==> config.mk <==
export PLATFORM = sky130hd
export DESIGN_NAME = interrupt_sequencer
export DESIGN_NICKNAME = d
export VERILOG_FILES = /design/src/rtl/interrupt_sequencer.sv
export SDC_FILE = /design/constraint.sdc
export NUM_CORES = 1
export LEC_CHECK = 0
export BUFFER_PORTS_ARGS = -buffer_cell sky130_fd_sc_hd__buf_2
export CAP_MARGIN = 20
export CELL_PAD_IN_SITES_DETAIL_PLACEMENT = 0
export CELL_PAD_IN_SITES_GLOBAL_PLACEMENT = 2
export CORE_UTILIZATION = 28
export CTS_BUF_LIST = sky130_fd_sc_hd__clkbuf_8
export DETAILED_ROUTE_END_ITERATION = 10
export GPL_TIMING_DRIVEN = 0
export PLACE_DENSITY = 0.87
export SLEW_MARGIN = 20
export SYNTH_ARGS = -nofsm -noshare
export SYNTH_HDL_FRONTEND = slang
export SYNTH_SLANG_ARGS = --single-unit
==> constraint.sdc <==
create_clock -name clk -period 1.4 [get_ports clk]
set_input_delay 0.07 -clock clk [delete_from_list [all_inputs] [get_ports clk]]
set_output_delay 0.07 -clock clk [all_outputs]
set_load 0.02 [all_outputs]
==> src/rtl/interrupt_sequencer.sv <==
// Fixed-priority, non-nesting interrupt sequencer that overrides the program sequencer's next address.
// Latency: a request edge reaches its vector 2 cycles later. Service and return slots each last 1 cycle.
// Backpressure: none. Masked or disabled requests stay pending until enabled.
module interrupt_sequencer #(
    parameter logic [7:0] VEC_BASE   = 8'hC0,
    parameter logic [7:0] VEC_STRIDE = 8'h10
) (
    input  logic       clk,
    input  logic       reset_n,
    input  logic [3:0] irq,
    input  logic       int_en,
    input  logic       mask_we,
    input  logic [3:0] mask_in,
    input  logic       rti,
    input  logic [7:0] pm_addr_in,
    output logic       force_valid,
    output logic [7:0] force_addr,
    output logic [3:0] ack,
    output logic [3:0] pending,
    output logic [3:0] mask,
    output logic       in_isr
);

    typedef enum logic [1:0] {
        IDLE   = 2'd0,
        VECTOR = 2'd1,
        IN_ISR = 2'd2,
        RETURN = 2'd3
    } state_t;

    state_t     state, state_nxt;
    logic [3:0] irq_q;
    logic [7:0] ret_addr;
    logic [1:0] vec_idx;
    logic [1:0] win_idx;
    logic [3:0] rise;
    logic [3:0] clr;
    logic [3:0] eligible;
    logic [7:0] vec_addr;
    logic       take;

    assign rise     = irq & ~irq_q;
    assign eligible = pending & mask & {4{int_en}};
    assign clr      = (state == VECTOR) ? (4'b0001 << vec_idx) : 4'b0000;
    assign vec_addr = VEC_BASE + VEC_STRIDE * {6'd0, vec_idx};

    // Lowest index wins, so scan from the top down and let lower bits overwrite.
    always_comb begin
        win_idx = 2'd0;
        for (int i = 3; i >= 0; i--) begin
            if (eligible[i]) win_idx = 2'(i);
        end
    end

    always_comb begin
        state_nxt   = state;
        take        = 1'b0;
        force_valid = 1'b0;
        force_addr  = 8'h00;
        ack         = 4'b0000;
        in_isr      = 1'b0;
        case (state)
            IDLE: begin
                if (eligible != 4'b0000) begin
                    take      = 1'b1;
                    state_nxt = VECTOR;
                end
            end
            VECTOR: begin
                force_valid = 1'b1;
                force_addr  = vec_addr;
                ack         = 4'b0001 << vec_idx;
                state_nxt   = IN_ISR;
            end
            IN_ISR: begin
                in_isr = 1'b1;
                if (rti) state_nxt = RETURN;
            end
            RETURN: begin
                force_valid = 1'b1;
                force_addr  = ret_addr;
                in_isr      = 1'b1;
                // Tail-chain straight into the next vector without an idle gap.
                if (eligible != 4'b0000) begin
                    take      = 1'b1;
                    state_nxt = VECTOR;
                end else begin
                    state_nxt = IDLE;
                end
            end
            default: state_nxt = IDLE;
        endcase
    end

    always_ff @(posedge clk or negedge reset_n) begin
        if (!reset_n) begin
            state    <= IDLE;
            irq_q    <= 4'h0;
            pending  <= 4'h0;
            mask     <= 4'h0;
            ret_addr <= 8'h00;
            vec_idx  <= 2'd0;
        end else begin
            state   <= state_nxt;
            irq_q   <= irq;
            // A new edge landing on the bit being cleared must not be lost.
            pending <= (pending & ~clr) | rise;
            if (mask_we) mask <= mask_in;
            if (take) vec_idx <= win_idx;
            if (state == VECTOR) ret_addr <= pm_addr_in;
        end
    end

endmodule
# After elaboration in Yosys (flattened, before gate mapping)
# Index checks and enable logic that the tools add are counted.
[op_classes]
add_sub_neg = 1
n_bitwise = 7
shifts = 1
n_reduce_logical = 6
muxes = 14
eq_ne = 5
[op_table]
columns = ["cell", "count"]
rows = [
  ["$and 4x4->4", 4],
  ["$pmux 8 s2", 1],
  ["$mux 2", 6],
  ["$add 7x7->8 const A", 1],
  ["$not 4->4", 2],
  ["$pmux 2 s4", 1],
  ["$reduce_or 2->1", 3],
  ["$mux 1", 5],
  ["$eq 2x2->1 const B", 2],
  ["$mux 4", 1],
  ["$ne 2x2->1 const B", 2],
  ["$or 4x4->4", 1],
  ["$reduce_bool 4->1", 1],
  ["$shl 1x2->4 const A", 1],
  ["$eq 2x1->1 const B", 1],
  ["$logic_not 2->1", 1],
  ["$reduce_and 2->1", 1],
]
[word_totals]
inputBits = 21
out_inout_bits = 22
word_cells = 40
ff_bits = 24

# Longest topological paths before layout
[logic_depth]
ltp_word = 6
ltp_mapped = 7
depth_no_buf = 6

# Worst setup path before layout
# Ideal clock, no wire load.
[synth_path]
kind = "reg-to-reg"
start = "register state[1]"
end = "register pending[0]"
slack_ns = -0.299
n_path_buf = 1
setup_time_ns = 0.164
t_arrival_ns = 1.536
stages_incl_launch_ff = 6
period_less_slack_ns = 1.699
required_time_ns = 1.236
cell_sequence = "dfrtp_1 inv_1 ha_1 clkbuf_2 nor3b_1 o22ai_1"
[synth_via]
elab_chain_len = 5
[synth_rtl]
columns = ["element", "line_no", "source"]
rows = [
  ["start, declared", "31", "state_t state, state_nxt;"],
  ["start signal, assigned", "104", "state <= state_nxt;"],
  ["$eq 2x1->1", "--", ""],
  ["$mux 4", "--", ""],
  ["named net ack[0]", "18", "output logic [3:0] ack,"],
  ["$not 4->4", "107", "pending <= (pending & ~clr) | rise;"],
  ["$and 4x4->4", "107", ""],
  ["$or 4x4->4", "107", ""],
  ["end signal, assigned", "107", ""],
  ["end, declared", "19", "output logic [3:0] pending,"],
]
# The timed path passes the listed nets, and every way through them passes these cells.
# A chain may end at the register's enable or synchronous reset.

# Worst setup path in the final report
[layout_path]
start = "register state[0]"
end = "output in_isr"
[layout_via]
elab_chain_len = 3
word_cells_on_any_way = 4
cone_classes = "eq/ne (2); mux (1); reduce/logical (1)"
[layout_rtl]
columns = ["element", "line_no", "source"]
rows = [
  ["$eq 2x2->1", "62", "case (state)"],
  ["$reduce_or 2->1 (no line) *", "--", ""],
  ["$mux 1 *", "62", ""],
  ["end, declared", "21", "output logic in_isr"],
]
# Every way passes the cells marked *; elsewhere a longest branch is shown, timed or not.

==> results.yml <==
floorplan:
  num_io_pins: 43
  initial_core_util: 0.300
  core_area_um2: 3740
  rows: 22
  die_w_um: 65.3
  die_h_um: 65.3
  fp.dieArea_um2: 4270
timing:
  drv_slew: 0
  final.setup_skew_ns: 0.00369
  fin_crit_ns: 1.51
  rsz0062_at_grt: "yes"
  worst_pin_slew_ns: 0.526
  fin_setup_tns_ns: -0.518
  worst_slack_ns: -0.109
  fmax_ghz: 0.663
  hold_viol_final: 0
  finalSetupViolations: 11
  slew_headroom: 0.649
  period_share: 1.08
detailed_routing:
  postRouteAntennaNets: 0
  wl_per_cell_um: 13.0
  vias_per_cell: 4.48
  drt_iter0_markers: 9
  vias: 891
  drc_errors: 0
  wirelength_um: 2590
  drt_pre_antenna_iters: 4
min_path:
  hold_depth: 2
  hold_path_startpoint: "mask_in[3]"
  hp-class: "in -> reg"
  worst_hold_path.endpoint: "mask[3]"
finish:
  stdcell_area_um2: 1730
  area_growth_pct: 54.1
  final_nets: 178
  drive_gt1_frac: 0.576
  antenna_cells: 0
  fillers: 373
synth:
  seq_area_frac_synth: 0.535
  synthMostInstantiatedCell: "dfrtp_1"
  syn_avg_cell_area_um2: 12.0
  synth_area_um2: 1120
  ys_types: 28
  synth_top_area_share: 0.535
  async_flop_share: 1.00
  synth_warnings: 0
  synth_edf_count: 0
  synth_area_leader_cell: "dfrtp_1"
  synth-seq-cells: 24
  yosys-top-cells-count: "dfrtp_1, mux2_2, inv_1"
  syn-instance-count: 94
  ys.flop_type: "dfrtp_1"
  synth_nets: 120
  yosys-top-cells-area: "dfrtp_1, mux2_2, ha_1, inv_1, nand2_1"
clocking:
  h-tree-depth: 1
  clk_latency_ns: 0.26
  clkTransAtPathRegs_ns: 0.08
  clock_sinks: 24
  clock-root-buffer: "clkbuf_8"
  cts_buffer_depth: 2
  cts_tree: "done"
  cts_made_buffers: 3
place:
  dpl_cell_area_um2: 1400
  dp_hpwl_um: 1830
  place_congestion: 0.773
  io_buffers: 42
global_routing:
  antenna_found_initial: 0
  grt.total_usage: 0.123
  grt_overflow: 0
  first_global_vias: 882
  grt_pass1_wl_um: 4040
  grt_max_degree: 25
worst_setup_path:
  reg2reg_slack_ns: -0.07
  r2r_cells: 7
  path_class: "reg -> out"
  worstSetupEndpointType: "output port"
  start_kind: "register"
  r2r-start: "state[0]"
  r2r-end: "state[0]"
  worstPathMaxFanout: 11
  cp.required_ns: 1.33
  cp.arrival_ns: 1.44
power_and_ir_drop:
  p_sw_w: 0.00150
  power.share.sequential: 0.287
  powerDensity_nw_per_um2: 2300
  swShare: 0.375
  vdd_drop_max_mv: 0.627
  p_comb_frac: 0.562
  internal-power_w: 0.00249
  p_clk_frac: 0.150
  p_leak_nw: 0.855
outcome:
  violations: "setup timing"
  status: "complete, but fails checks"
job:
  maxCapViolations: 0
layout by cell type, fill, tap and decap left out, types with 3 or more instances in the layout:
master,instances
buf_2,32
dfrtp_1,23
mux2_2,12
buf_6,11
inv_1,7
buf_4,7
nand2_1,5
dlygate4sd3_1,5
and2_1,4
inv_2,3
a22o_1,3
o22ai_1,3
clkbuf_8,3
power groups by stage:
stage	Combinational [W]	Clock (W)	Sequential, W
floorplan	0.00109	0	0.00114
global placement	0.00153	0	0.00111
detailed placement	0.00157	0	0.00113
CTS	0.00202	0.000611	0.00111
global route	0.00243	0.000641	0.00118
finish	0.00224	0.000600	0.00115
through the flow:
step                setup slack [ns]  utilization  instances  hold slack [ns]  power [W]
floorplan                    -0.0290            -         94           -0.226    0.00223
global placement              -0.184        0.374        184           0.0705    0.00264
detailed placement            -0.244        0.374        184           0.0790    0.00271
CTS                           -0.183        0.442        199           0.0290    0.00374
global route                  -0.163        0.463        199           0.0255    0.00425
finish                        -0.109        0.463        199           0.0329    0.00399
routing by layer:
metal / global-route usage / part of all wire
met2: 0.214 / 0.54
met4: 0.0489 / 0.010
met5: 0 / 0
met3: 0.0208 / 0.032
met1: 0.151 / 0.41
state kept, by name, indices dropped and copies added (netlist names):
name	cells
ret_addr	8
pending	4
state	2
irq_q	4
vec_idx	2
mask	4
how the worst max path moves through the flow:
| stage | to | start | slack, ns | depth (start not counted) |
|---|---|---|---|---|
| finish | in_isr | state[0] | -0.11 | 4 |
| global placement | pending[2] | state[1] | -0.18 | 7 |
| CTS | in_isr | state[1] | -0.18 | 4 |
| floorplan | pending[0] | state[1] | -0.03 | 5 |
| global route | in_isr | state[0] | -0.16 | 4 |
| detailed placement | pending[2] | state[1] | -0.24 | 7 |
cell type report:
class	count	area, µm²	area share
Buffer	1	15.0	0.00867
Clock buffer	3	41.3	0.0238
Clock inverter	1	30.0	0.0173
Inverter	10	37.5	0.0217
Multi-Input combinational cell	57	559	0.323
Sequential cell	24	602	0.348
Tap cell	48	60.1	0.0347
Timing Repair Buffer	55	387	0.223
critical path, stage by stage (launching register included):
cell and delay (ns):
dfrtp_2 0.45, buf_4 0.15, ha_4 0.19, or2_4 0.25, buf_6 0.13
logic make-up (layout without fill, tap and decap cells):
| logic type | Yosys count | count (layout) | share of synthesized area |
|---|---|---|---|
| flops | 24 | 24 | 0.535 |
| buf+inv | 13 | 70 | 0.0456 |
| simple gates | 19 | 19 | 0.0913 |
| compound gates | 20 | 20 | 0.144 |
| fa+ha+maj | 5 | 5 | 0.0557 |
| mux | 13 | 13 | 0.129 |
repair_timing:
item | 4_1_cts | 5_1_grt
buffers inserted | 7 | 1
setup endpoints to repair | 22 | 27
hold buffers | 5 | 0
hold endpoints to repair | 28 | 0
cloned | 0 | 0
resized for setup | 29 | 19
pin swaps | 1 | 2
Note: power is estimated with default switching activity, not from simulation.
